<file path="src/rtl/wb_port_arbiter.sv">
// Write-back port arbiter: four requesters (ALU, load, PC+4 link, CSR) share
// the single register-file write port under a round-robin valid/ready
// handshake. The winner's select code, destination and data are captured in
// a one-stage write-back register that drives the register file.
module wb_port_arbiter #(
  parameter int DW = 32,
  parameter int AW = 5
) (
  input  logic          clk,
  input  logic          rst_n,
  input  logic          stall,
  input  logic [3:0]    req_valid,
  output logic [3:0]    req_ready,
  input  logic [AW-1:0] req_rd0,
  input  logic [AW-1:0] req_rd1,
  input  logic [AW-1:0] req_rd2,
  input  logic [AW-1:0] req_rd3,
  input  logic [DW-1:0] req_data0,
  input  logic [DW-1:0] req_data1,
  input  logic [DW-1:0] req_data2,
  input  logic [DW-1:0] req_data3,
  output logic [1:0]    wb_sel,
  output logic          rf_we,
  output logic [AW-1:0] rf_waddr,
  output logic [DW-1:0] rf_wdata,
  output logic [1:0]    rr_ptr
);

  logic          grant_any;
  logic [1:0]    grant_idx;
  logic [1:0]    scan_idx;
  logic [AW-1:0] win_rd;
  logic [DW-1:0] win_data;
  logic          we_q;

  // Round-robin search: first valid requester at or after rr_ptr, wrapping 3->0.
  always_comb begin
    // NOTE: every variable gets a default before any branch, so no path can
    // leave one unassigned and infer a latch.
    grant_any = 1'b0;
    grant_idx = rr_ptr;
    scan_idx  = '0;
    if (rst_n && !stall) begin
      for (int k = 0; k < 4; k++) begin
        scan_idx = rr_ptr + 2'(k);
        if (!grant_any && req_valid[scan_idx]) begin
          grant_any = 1'b1;
          grant_idx = scan_idx;
        end
      end
    end
    req_ready = grant_any ? (4'b0001 << grant_idx) : 4'b0000;
  end

  // Select the winning requester's destination and data.
  always_comb begin
    win_rd   = req_rd0;
    win_data = req_data0;
    case (grant_idx)
      2'd1: begin win_rd = req_rd1; win_data = req_data1; end
      2'd2: begin win_rd = req_rd2; win_data = req_data2; end
      2'd3: begin win_rd = req_rd3; win_data = req_data3; end
      default: ;
    endcase
  end

  // Write-back register and priority pointer; idle cycles hold all but the enable.
  always_ff @(posedge clk) begin
    // NOTE: sequential state uses non-blocking assignments so every register
    // samples pre-edge values regardless of statement order.
    if (!rst_n) begin
      we_q     <= 1'b0;
      wb_sel   <= 2'b00;
      rf_waddr <= '0;
      rf_wdata <= '0;
      rr_ptr   <= 2'b00;
    end else if (grant_any) begin
      // Writes to x0 are accepted and tracked but never enabled.
      we_q     <= (win_rd != '0);
      wb_sel   <= grant_idx;
      rf_waddr <= win_rd;
      rf_wdata <= win_data;
      rr_ptr   <= grant_idx + 2'd1;
    end else begin
      we_q     <= 1'b0;
    end
  end

  // A pending write is squashed as soon as reset is asserted, so the register
  // file never commits it at the reset edge.
  assign rf_we = we_q & rst_n;

endmodule
</file>
<file path="config.mk">
export PLATFORM = sky130hd
export DESIGN_NAME = wb_port_arbiter
export DESIGN_NICKNAME = d
export VERILOG_FILES = /design/src/rtl/wb_port_arbiter.sv
export SDC_FILE = /design/constraint.sdc
export NUM_CORES = 1
export LEC_CHECK = 0
export BUFFER_PORTS_ARGS = -buffer_cell sky130_fd_sc_hd__buf_2
export CORE_MARGIN = 2
export CORE_UTILIZATION = 34
export DETAILED_ROUTE_END_ITERATION = 8
export PLACE_DENSITY = 0.74
export RECOVER_POWER = 50
export SKIP_LAST_GASP = 1
export SYNTH_ARGS = -nofsm -noshare
export SYNTH_HDL_FRONTEND = slang
export SYNTH_SLANG_ARGS = --single-unit
</file>
<file path="constraint.sdc">
create_clock -name clk -period 3.2 [get_ports clk]
set_input_delay 0.8 -clock clk [delete_from_list [all_inputs] [get_ports clk]]
set_output_delay 0.8 -clock clk [all_outputs]
set_load 0.05 [all_outputs]
</file>
==> results of run 1 <==
## area by class of cell
cell class                      instances  share of cell area (%)
Sequential cell                        42                   21.56
Tap cell                               99                   3.171
Clock buffer                            7                   1.954
Multi-Input combinational cell        252                   42.50
Inverter                                2                  0.1922
Timing Repair Buffer                  226                   30.62
## timing repair
action | CTS | global route
endpoints found under the setup margin | 4 | 6
pin swaps | 1 | 3
buffers inserted | 1 | 1
gates resized for setup | 8 | 16
## cells in the final DEF (no fill, tap or decap), drive strengths merged
cell / synthesis / routed
nand2: 91 / 91
xnor2: 2 / 2
nand3b: 1 / 1
clkbuf: 20 / 48
and2b: 1 / 1
a21o: 1 / 1
o21ai: 22 / 22
dfxtp: 42 / 42
nand4: 1 / 1
a222oi: 37 / 37
nor4b: 1 / 1
nor2b: 1 / 1
nor3: 1 / 1
nor2: 8 / 8
a21oi: 8 / 8
ha: 5 / 5
buf: 13 / 185
o211ai: 17 / 17
or4: 3 / 3
o31ai: 2 / 2
nor4: 1 / 1
nor3b: 1 / 1
xor2: 1 / 1
clkinv: 1 / 1
a21boi: 32 / 32
nand2b: 1 / 1
nor4bb: 1 / 1
and3b: 1 / 1
inv: 1 / 1
nand3: 7 / 7
and2: 5 / 5
## per-layer routing
layer  up-vias  global-route usage, %  wire (um)
li1       1628                      -          -
met3         4                  5.175        817
met2       165                  37.25       4476
met4         0                  4.744         51
met1      1469                  24.02       3728
met5         -                      0          0
## worst max-delay path, stage by stage
cell and delay, ns:
buf_8 0.11, or4_4 0.52, nand4_4 0.08, and2b_4 0.20, xor2_2 0.18, ha_2 0.22
and2_4 0.15, buf_8 0.14
## registers in the layout (all words and copies together), names as in the netlist
signal,flops
rf_wdata,32
rr_ptr,2
rf_waddr,5
wb_sel,2
we_q,1
## report_power, final
part	switching, mW	internal, mW	total [mW]	leakage [nW]
sequential	0.0472	0.584	0.631	0.344
combinational	0.648	0.375	1.02	1.33
clock	0.169	0.150	0.320	0.0383
total	0.865	1.11	1.97	1.72
## through the flow
| stage | hold slack [ns] | TNS [ns] | cell area (sq um) |
|---|---|---|---|
| 2_1_floorplan | 0.6664 | -0.08742 | 2648 |
| 3_3_place_gp | 0.4389 | -0.1980 | 3781 |
| 3_5_place_dp | 0.4428 | -2.547 | 3781 |
| 4_1_cts | 0.4560 | -0.05840 | 3886 |
| 5_1_grt | 0.4865 | -0.1390 | 3906 |
| 6_report | 0.4552 | -0.004462 | 3906 |
## worst min-delay path by stage
stage / cells after the start / startpoint / to
final: 2 / rf_wdata[13] / rf_wdata[13]
after global routing: 2 / rf_waddr[4] / rf_waddr[4]
after CTS: 2 / rf_wdata[13] / rf_wdata[13]
after detailed placement: 2 / rf_wdata[13] / rf_wdata[13]
after global placement: 2 / rf_wdata[13] / rf_wdata[13]
after floorplan: 2 / rf_wdata[13] / rf_wdata[13]
## synthesized netlist by cell type (all sizes together)
| library cell | instances | area share, % |
|---|---|---|
| xor2 | 1 | 0.64 |
| nand3b | 1 | 0.29 |
| clkinv | 1 | 0.15 |
| nor3b | 1 | 0.29 |
| a21oi | 8 | 1.9 |
| nand3 | 7 | 1.4 |
| nor2b | 1 | 0.24 |
| o31ai | 2 | 0.59 |
| nor4b | 1 | 0.34 |
| ha | 5 | 2.4 |
| or4 | 3 | 0.88 |
| inv | 1 | 0.15 |
| nand2 | 91 | 13 |
| nor2 | 8 | 1.2 |
| nor4bb | 1 | 0.39 |
| nand4 | 1 | 0.49 |
| a21o | 1 | 0.29 |
| dfxtp | 42 | 33 |
| xnor2 | 2 | 0.69 |
| nor3 | 1 | 0.20 |
| nand2b | 1 | 0.34 |
| clkbuf | 20 | 2.9 |
| a21boi | 32 | 9.4 |
| and3b | 1 | 0.34 |
| a222oi | 37 | 14 |
| and2 | 5 | 1.2 |
| o21ai | 22 | 4.3 |
| nor4 | 1 | 0.24 |
| buf | 13 | 2.6 |
| and2b | 1 | 0.39 |
| o211ai | 17 | 5.0 |
## cell families (layout without fill, tap and decap cells)
| group | Yosys count | count (layout) | synth area share, % |
|---|---|---|---|
| AND/OR/NAND/NOR | 125 | 125 | 21.58 |
| buffers and inverters | 35 | 235 | 5.871 |
| flip-flops | 42 | 42 | 32.88 |
| XOR/XNOR | 3 | 3 | 1.321 |
| adder cells (fa/ha/maj) | 5 | 5 | 2.446 |
| AO/OA/AOI/OAI | 119 | 119 | 35.91 |
==> flow_summary_export.csv, run 1 <==
group,metric,value,unit
run_status,outcome,"complete, but fails checks",
run_status,violations,"negative setup slack",
sta,drv_slew,0,
drt,routedWlPerCell,14.45,um
final_layout,seq_area,842.1,sq um
power_and_ir_drop,cellPowerDensity,505.4,mW/mm^2
logic_synthesis,syn_inst,329,
place,dp_slack,-0.2151,ns
die,pin_count,201,
sta,finalClockSkew,0.008229,ns
grt,track_usage,20.49,%
cts,clock_latency,0.28,ns
sta,period_share,100.1,%
power_and_ir_drop,power,1.974,mW
drt,drt_iter0_markers,242,
place,port_buffers,200,
job,drv_cap,0,
final_layout,multiInputGateArea,0.001660,sq mm
cts,cts_made_buffers,5,
setup_path,endpoint,"req_ready[1]",
final_layout,num_antenna_cells,0,
sta,setup_ws,-0.004462,ns
grt,antenna_found_initial,0,
setup_path,critical_path_class,"input port to output port",
sta,setup_viol,1,
die,core-area,0.007253,sq mm
die,die_area,0.008232,sq mm
logic_synthesis,ys_seq_area_share,32.88,%
cts,path_clk_slew,0.08,ns
place,hpwl,6.978,mm
setup_path,start_kind,"input port",
setup_path,worstPathRequired,2.40,ns
cts,htreeDepth,2,
setup_path,end_kind,"output port",
setup_path,cp.arrival,2.40,ns
drt,via_per_inst,5.201,
setup_path,r2r_start,"rr_ptr[0]",
final_layout,fin_cells,628,
die,initial_core_util,35.26,%
grt,grt_max_degree,43,
final_layout,areaGrowthSynthToFinish,52.74,%
setup_path,reg2reg_slack,0.35,ns
logic_synthesis,yosysUniqueCellTypes,35,
final_layout,final_util,53.86,%
cts,root_buffer,"clkbuf_8",
setup_path,timing.rr.end,"we_q",
place,dp.cells,619,
logic_synthesis,synth_warnings,0,
power_and_ir_drop,cellLeakagePower,1.716,nW
logic_synthesis,synth_nets,489,
grt,overflow,0,
worst_hold_path,worstHoldPathType,"flop to flop",
setup_path,crit_start,"req_valid[2]",
drt,ant_nets,0,
cts,cts_tree,"done",
setup_path,reg2reg_depth,10,
sta,tightest_slew,1.010,ns
sta,rsz0062_at_grt,"yes",
setup_path,crit_fanout,6,
cts,cts_hold_buf,0,
die,die_y,90.73,um
place,globalplace.congestion,0.8438,
sta,fmax,0.3121,GHz
sta,slew_headroom,32.64,%
sta,fin_crit,3.204,ns
drt,wirelength,9.073,mm
drt,num_vias,3266,
cts,cts_sinks,42,
power_and_ir_drop,ir_worst_vdd,0.0001759,V
logic_synthesis,syn_area_per_cell,7.773,sq um
sta,finalHoldViolations,0,
logic_synthesis,syn_area,0.002557,sq mm
grt,grt_pass1_vias,3007,
cts,clockBufferDepth,2,
final_layout,fill_cells,744,
drt,route.detailed.drc,0,
die,die_w,90.73,um
drt,dr.pass1.iters,5,
final_layout,drive_gt1_share,39.70,%
logic_synthesis,synth_seq_cells,42,
grt,grt_pass1_wl,14.00,mm
die,num_rows,31,
final_layout,nets,689,
Power figures use the tool's default switching activity.
==> inputs of run 2 (changes only) <==
- SKIP_CTS_REPAIR_TIMING: unset -> 1
==> run 2 against run 1 <==
The flow still finishes with violations (negative setup slack). Via count is 0.18% lower. Final cell count is 0.16% lower. Combinational power hardly changed. First-iteration DRC count stayed put. Sequential power hardly changed. Largest power group unchanged.
==> flow_summary_export.csv, run 2 (same netlist as run 1, synthesis figures left out) <==
group,metric,value,unit
setup_path,worstPathRequired,2.40,ns
drt,via_per_inst,5.199,
final_layout,areaGrowthSynthToFinish,52.45,%
final_layout,nets,688,
setup_path,r2r_start,"rr_ptr[0]",
setup_path,critPathSlowestCell,"or4_4",
die,initial_core_util,35.26,%
setup_path,crit_fanout,6,
cts,cts_made_buffers,5,
place,port_buffers,200,
die,die_w,90.73,um
setup_path,crit_start,"req_valid[2]",
sta,fin_hold_ws,0.4550,ns
setup_path,end_kind,"output port",
grt,antenna_found_initial,0,
setup_path,reg2reg_depth,10,
drt,wirelength,9.048,mm
cts,clockBufferDepth,2,
cts,htreeDepth,2,
final_layout,fill_cells,742,
final_layout,fin_area,0.003899,sq mm
drt,ant_nets,0,
setup_path,slowest_delay,0.52,ns
grt,grt_pass1_wl,13.99,mm
cts,cts_sinks,42,
sta,fmax,0.3120,GHz
final_layout,layout_common_cells,"154 x buf_2, 91 x nand2_1, 43 x clkbuf_1",
place,globalplace.congestion,0.8438,
cts,root_buffer,"clkbuf_8",
drt,drt_iter0_markers,242,
final_layout,top_register,"rf_wdata",
place,place_area,0.003781,sq mm
setup_path,reg2reg_slack,0.34,ns
setup_path,start_kind,"input port",
setup_path,cp.arrival,2.41,ns
run_status,violations,"negative setup slack",
drt,routedWlPerCell,14.43,um
die,pin_count,201,
drt,route.detailed.drc,0,
final_layout,num_antenna_cells,0,
cts,cts_tree,"done",
setup_path,endpoint,"req_ready[1]",
final_layout,fin_cells,627,
sta,drv_slew,0,
power_and_ir_drop,cellLeakagePower,1.713,nW
power_and_ir_drop,cellPowerDensity,505.5,mW/mm^2
sta,setup_ws,-0.005514,ns
place,dp.cells,619,
final_layout,largest_register_ff_count,32,
die,num_rows,31,
place,dp_slack,-0.2151,ns
sta,setup_viol,1,
grt,track_usage,20.47,%
drt,dr.pass1.iters,6,
grt,grt_max_degree,43,
drt,num_vias,3260,
sta,fin_crit,3.206,ns
die,core-area,0.007253,sq mm
final_layout,reg.largest.list,"rf_wdata (32), rf_waddr (5)",
worst_hold_path,worstHoldPathType,"flop to flop",
setup_path,cp_common_cell,"buf_8",
power_and_ir_drop,ir_worst_vdd,0.0001748,V
setup_path,path_cells,"buf_8, or4_4, nand4_4, and2b_4, xor2_2, ha_2, and2_4, buf_8",
place,hpwl,6.978,mm
grt,overflow,0,
cts,path_clk_slew,0.08,ns
run_status,outcome,"complete, but fails checks",
sta,period_share,100.2,%
sta,slew_headroom,32.99,%
setup_path,timing.rr.end,"we_q",
grt,grt_pass1_vias,2995,
final_layout,drive_gt1_share,39.58,%
die,die_area,0.008232,sq mm
sta,finalClockSkew,0.007638,ns
sta,tightest_slew,1.005,ns
cts,clock_latency,0.28,ns
job,drv_cap,0,
final_layout,final_common_cell,"buf_2",
sta,finalHoldViolations,0,
die,die_y,90.73,um
setup_path,critical_path_class,"input port to output port",
sta,rsz0062_at_grt,"yes",
## run 2: how the worst min path moves through the flow
stage                       from      endpoint  depth (start not counted)
floorplan           rf_wdata[13]  rf_wdata[13]                          2
global placement    rf_wdata[13]  rf_wdata[13]                          2
detailed placement  rf_wdata[13]  rf_wdata[13]                          2
CTS                 rf_wdata[13]  rf_wdata[13]                          2
global route         rf_waddr[4]   rf_waddr[4]                          2
finish              rf_wdata[13]  rf_wdata[13]                          2
## run 2: routing by layer
metal / global-route usage (%) / part of all wire [%]
met5: 0 / 0
met4: 4.744 / 0.40
met3: 5.092 / 9.1
met2: 37.19 / 49
met1: 24.08 / 41
## run 2: layout make-up
type	count	area (sq um)	share of cell area, %
well taps	99	123.9	3.177
flip-flops and latches	42	842.1	21.60
clock buffers	7	76.32	1.958
inverters	2	7.507	0.1926
multi-input cells	252	1660	42.59
repair buffers	225	1189	30.49
## run 2: per-stage QoR
step / power (mW) / setup TNS, ns / util [%]
detailed placement: 1.653 / -2.547 / 52.13
global route: 2.109 / -0.1429 / 53.75
CTS: 1.979 / -0.6980 / 53.18
floorplan: 1.349 / -0.08742 / -
finish: 1.971 / -0.005514 / 53.75
global placement: 1.631 / -0.1980 / 52.13
## run 2: worst max-delay path, delay by kind of cell
kind / cells / cell delay [ns]
buf+inv: 2 / 0.25
xor+xnor: 1 / 0.19
simple gates: 4 / 0.95
fa+ha+maj: 1 / 0.22
## run 2: power breakdown
group	internal [mW]	leakage, nW	switching, mW
clock	0.150	0.0383	0.171
sequential	0.584	0.344	0.0467
combinational	0.372	1.33	0.648
total	1.11	1.71	0.865
==> inputs of run 3 (changes only) <==
- SETUP_SLACK_MARGIN: unset -> 0.4
==> run 3 against run 2 <==
Cell area increased by 5.6%. Count of clock-buffer cells in the layout unchanged. Sequential power about the same. The flow now finishes without violations.
==> flow_summary_export.csv, run 3 (same netlist as run 1, synthesis figures left out) <==
group,metric,value,unit
run_status,outcome,"completed",
drt,num_vias,3350,
final_layout,layout_common_cells,"153 x buf_2, 91 x nand2_1, 42 x clkbuf_1",
grt,grt_pass1_wl,13.75,mm
cts,clockBufferDepth,2,
setup_path,worstPathRequired,2.40,ns
setup_path,start_kind,"input port",
setup_path,end_kind,"output port",
drt,dr.pass1.iters,8,
sta,finalHoldViolations,0,
cts,clock_latency,0.29,ns
final_layout,final_util,56.74,%
grt,grt_max_degree,43,
final_layout,top_register,"rf_wdata",
setup_path,crit_fanout,5,
final_layout,drive_gt1_share,41.40,%
sta,slew_headroom,27.88,%
final_layout,areaGrowthSynthToFinish,60.91,%
sta,rsz0062_at_grt,"yes",
sta,finalClockSkew,0.003965,ns
setup_path,critPathSlowestCell,"nor4bb_1",
sta,fin_crit,3.192,ns
drt,via_per_inst,5.234,
final_layout,multiInputGateArea,0.001645,sq mm
setup_path,critical_path_class,"input port to output port",
grt,grt_pass1_vias,2904,
setup_path,path_cells,"buf_2, nor4bb_1, nor2_1, nand4_4, and2b_4, xor2_2, ha_2, and2_4, buf_8",
final_layout,seq_area,842.1,sq um
setup_path,crit_buf_inv,2,
worst_hold_path,hold_depth,2,
cts,root_buffer,"clkbuf_8",
die,die_y,90.73,um
drt,route.detailed.drc,0,
setup_path,reg2reg_depth,11,
grt,overflow,0,
grt,antenna_found_initial,0,
final_layout,num_antenna_cells,0,
drt,drt_iter0_markers,285,
place,port_buffers,200,
worst_hold_path,worstHoldPathType,"flop to flop",
setup_path,worstSetupPathDepth,9,
setup_path,slowest_delay,0.33,ns
sta,setup_viol,0,
final_layout,fin_area,0.004115,sq mm
power_and_ir_drop,cellLeakagePower,1.820,nW
die,core-area,0.007253,sq mm
power_and_ir_drop,cellPowerDensity,531.1,mW/mm^2
setup_path,cp.arrival,2.39,ns
final_layout,final_common_cell,"buf_2",
drt,wirelength,9.728,mm
cts,htreeDepth,2,
final_layout,reg.largest.list,"rf_wdata (32), rf_waddr (5)",
cts,path_clk_slew,0.08,ns
final_layout,largest_register_ff_count,32,
final_layout,nets,700,
sta,tightest_slew,1.082,ns
place,hpwl,7.100,mm
sta,drv_slew,0,
die,num_rows,31,
job,drv_cap,0,
grt,track_usage,20.21,%
power_and_ir_drop,ir_worst_vdd,0.0002777,V
die,pin_count,201,
sta,fmax,0.3133,GHz
cts,cts_sinks,42,
place,globalplace.congestion,0.8732,
drt,ant_nets,0,
drt,routedWlPerCell,15.20,um
die,initial_core_util,35.26,%
setup_path,cpLargestDelayFamily,"simple AND/OR/NAND/NOR gates",
cts,cts_tree,"done",
die,die_w,90.73,um
place,place_area,0.003799,sq mm
sta,period_share,99.74,%
final_layout,fill_cells,699,
cts,cts_made_buffers,5,
die,die_area,0.008232,sq mm
run 3: cell types whose count changed in the layout (fill, tap and decap cells not counted), moves of 2 or more:
cell	previous run	this run
a21boi_0	30	18
a21boi_1	2	14
o21ai_0	20	11
o21ai_1	1	10
buf_6	3	10
buf_12	1	3
buf_8	2	4
clkbuf_16	0	2
run 3: final timing paths:
kind           startpoint      endpoint  slack, ns
max reg2reg     rr_ptr[0]          we_q       0.34
min           rf_wdata[8]   rf_wdata[8]       0.45
min reg2reg   rf_wdata[8]   rf_wdata[8]       0.45
max          req_valid[1]  req_ready[3]      0.008
run 3: report_power, final:
part           switching [mW]  leakage, nW  internal, mW
combinational           0.685         1.42         0.466
sequential             0.0443        0.344         0.584
clock                   0.173       0.0524         0.233
run 3: worst reg2reg max path: cells and delay by family (launching register included):
kind / cells / cell delay (ns)
compound gates: 4 / 0.75
fa+ha+maj: 1 / 0.17
buf+inv: 3 / 0.33
flops: 1 / 0.52
simple gates: 3 / 0.93
run 3: routing by layer:
metal  GRT usage (%)  vias up  wire length (um)
met5               0        -                 0
met1           24.07     1511              3783
li1                -     1659                 -
met3           4.424       14               695
met2           36.26      166              5088
met4           5.769        0               161
run 3: metrics by stage:
step	cells	hold slack (ns)	TNS [ns]	setup WS (ns)	total power [mW]
2_1_floorplan	329	0.6664	-0.08018	-0.03638	1.359
3_3_place_gp	621	0.4369	-0.4976	-0.1104	1.648
3_5_place_dp	621	0.4444	-1.984	-0.1697	1.662
4_1_cts	629	0.4574	-0.4059	-0.1355	2.079
5_1_grt	640	0.4775	-0.2243	-0.07761	2.324
6_report	640	0.4520	0	0.008278	2.186
run 3: layout make-up:
class / instances / area share, %
multi-input combinational: 252 / 39.98
timing repair buffer: 237 / 33.69
sequential: 42 / 20.46
tap: 99 / 3.010
clock buffer: 7 / 1.855
clock inverter: 1 / 0.7297
inverter: 2 / 0.2736
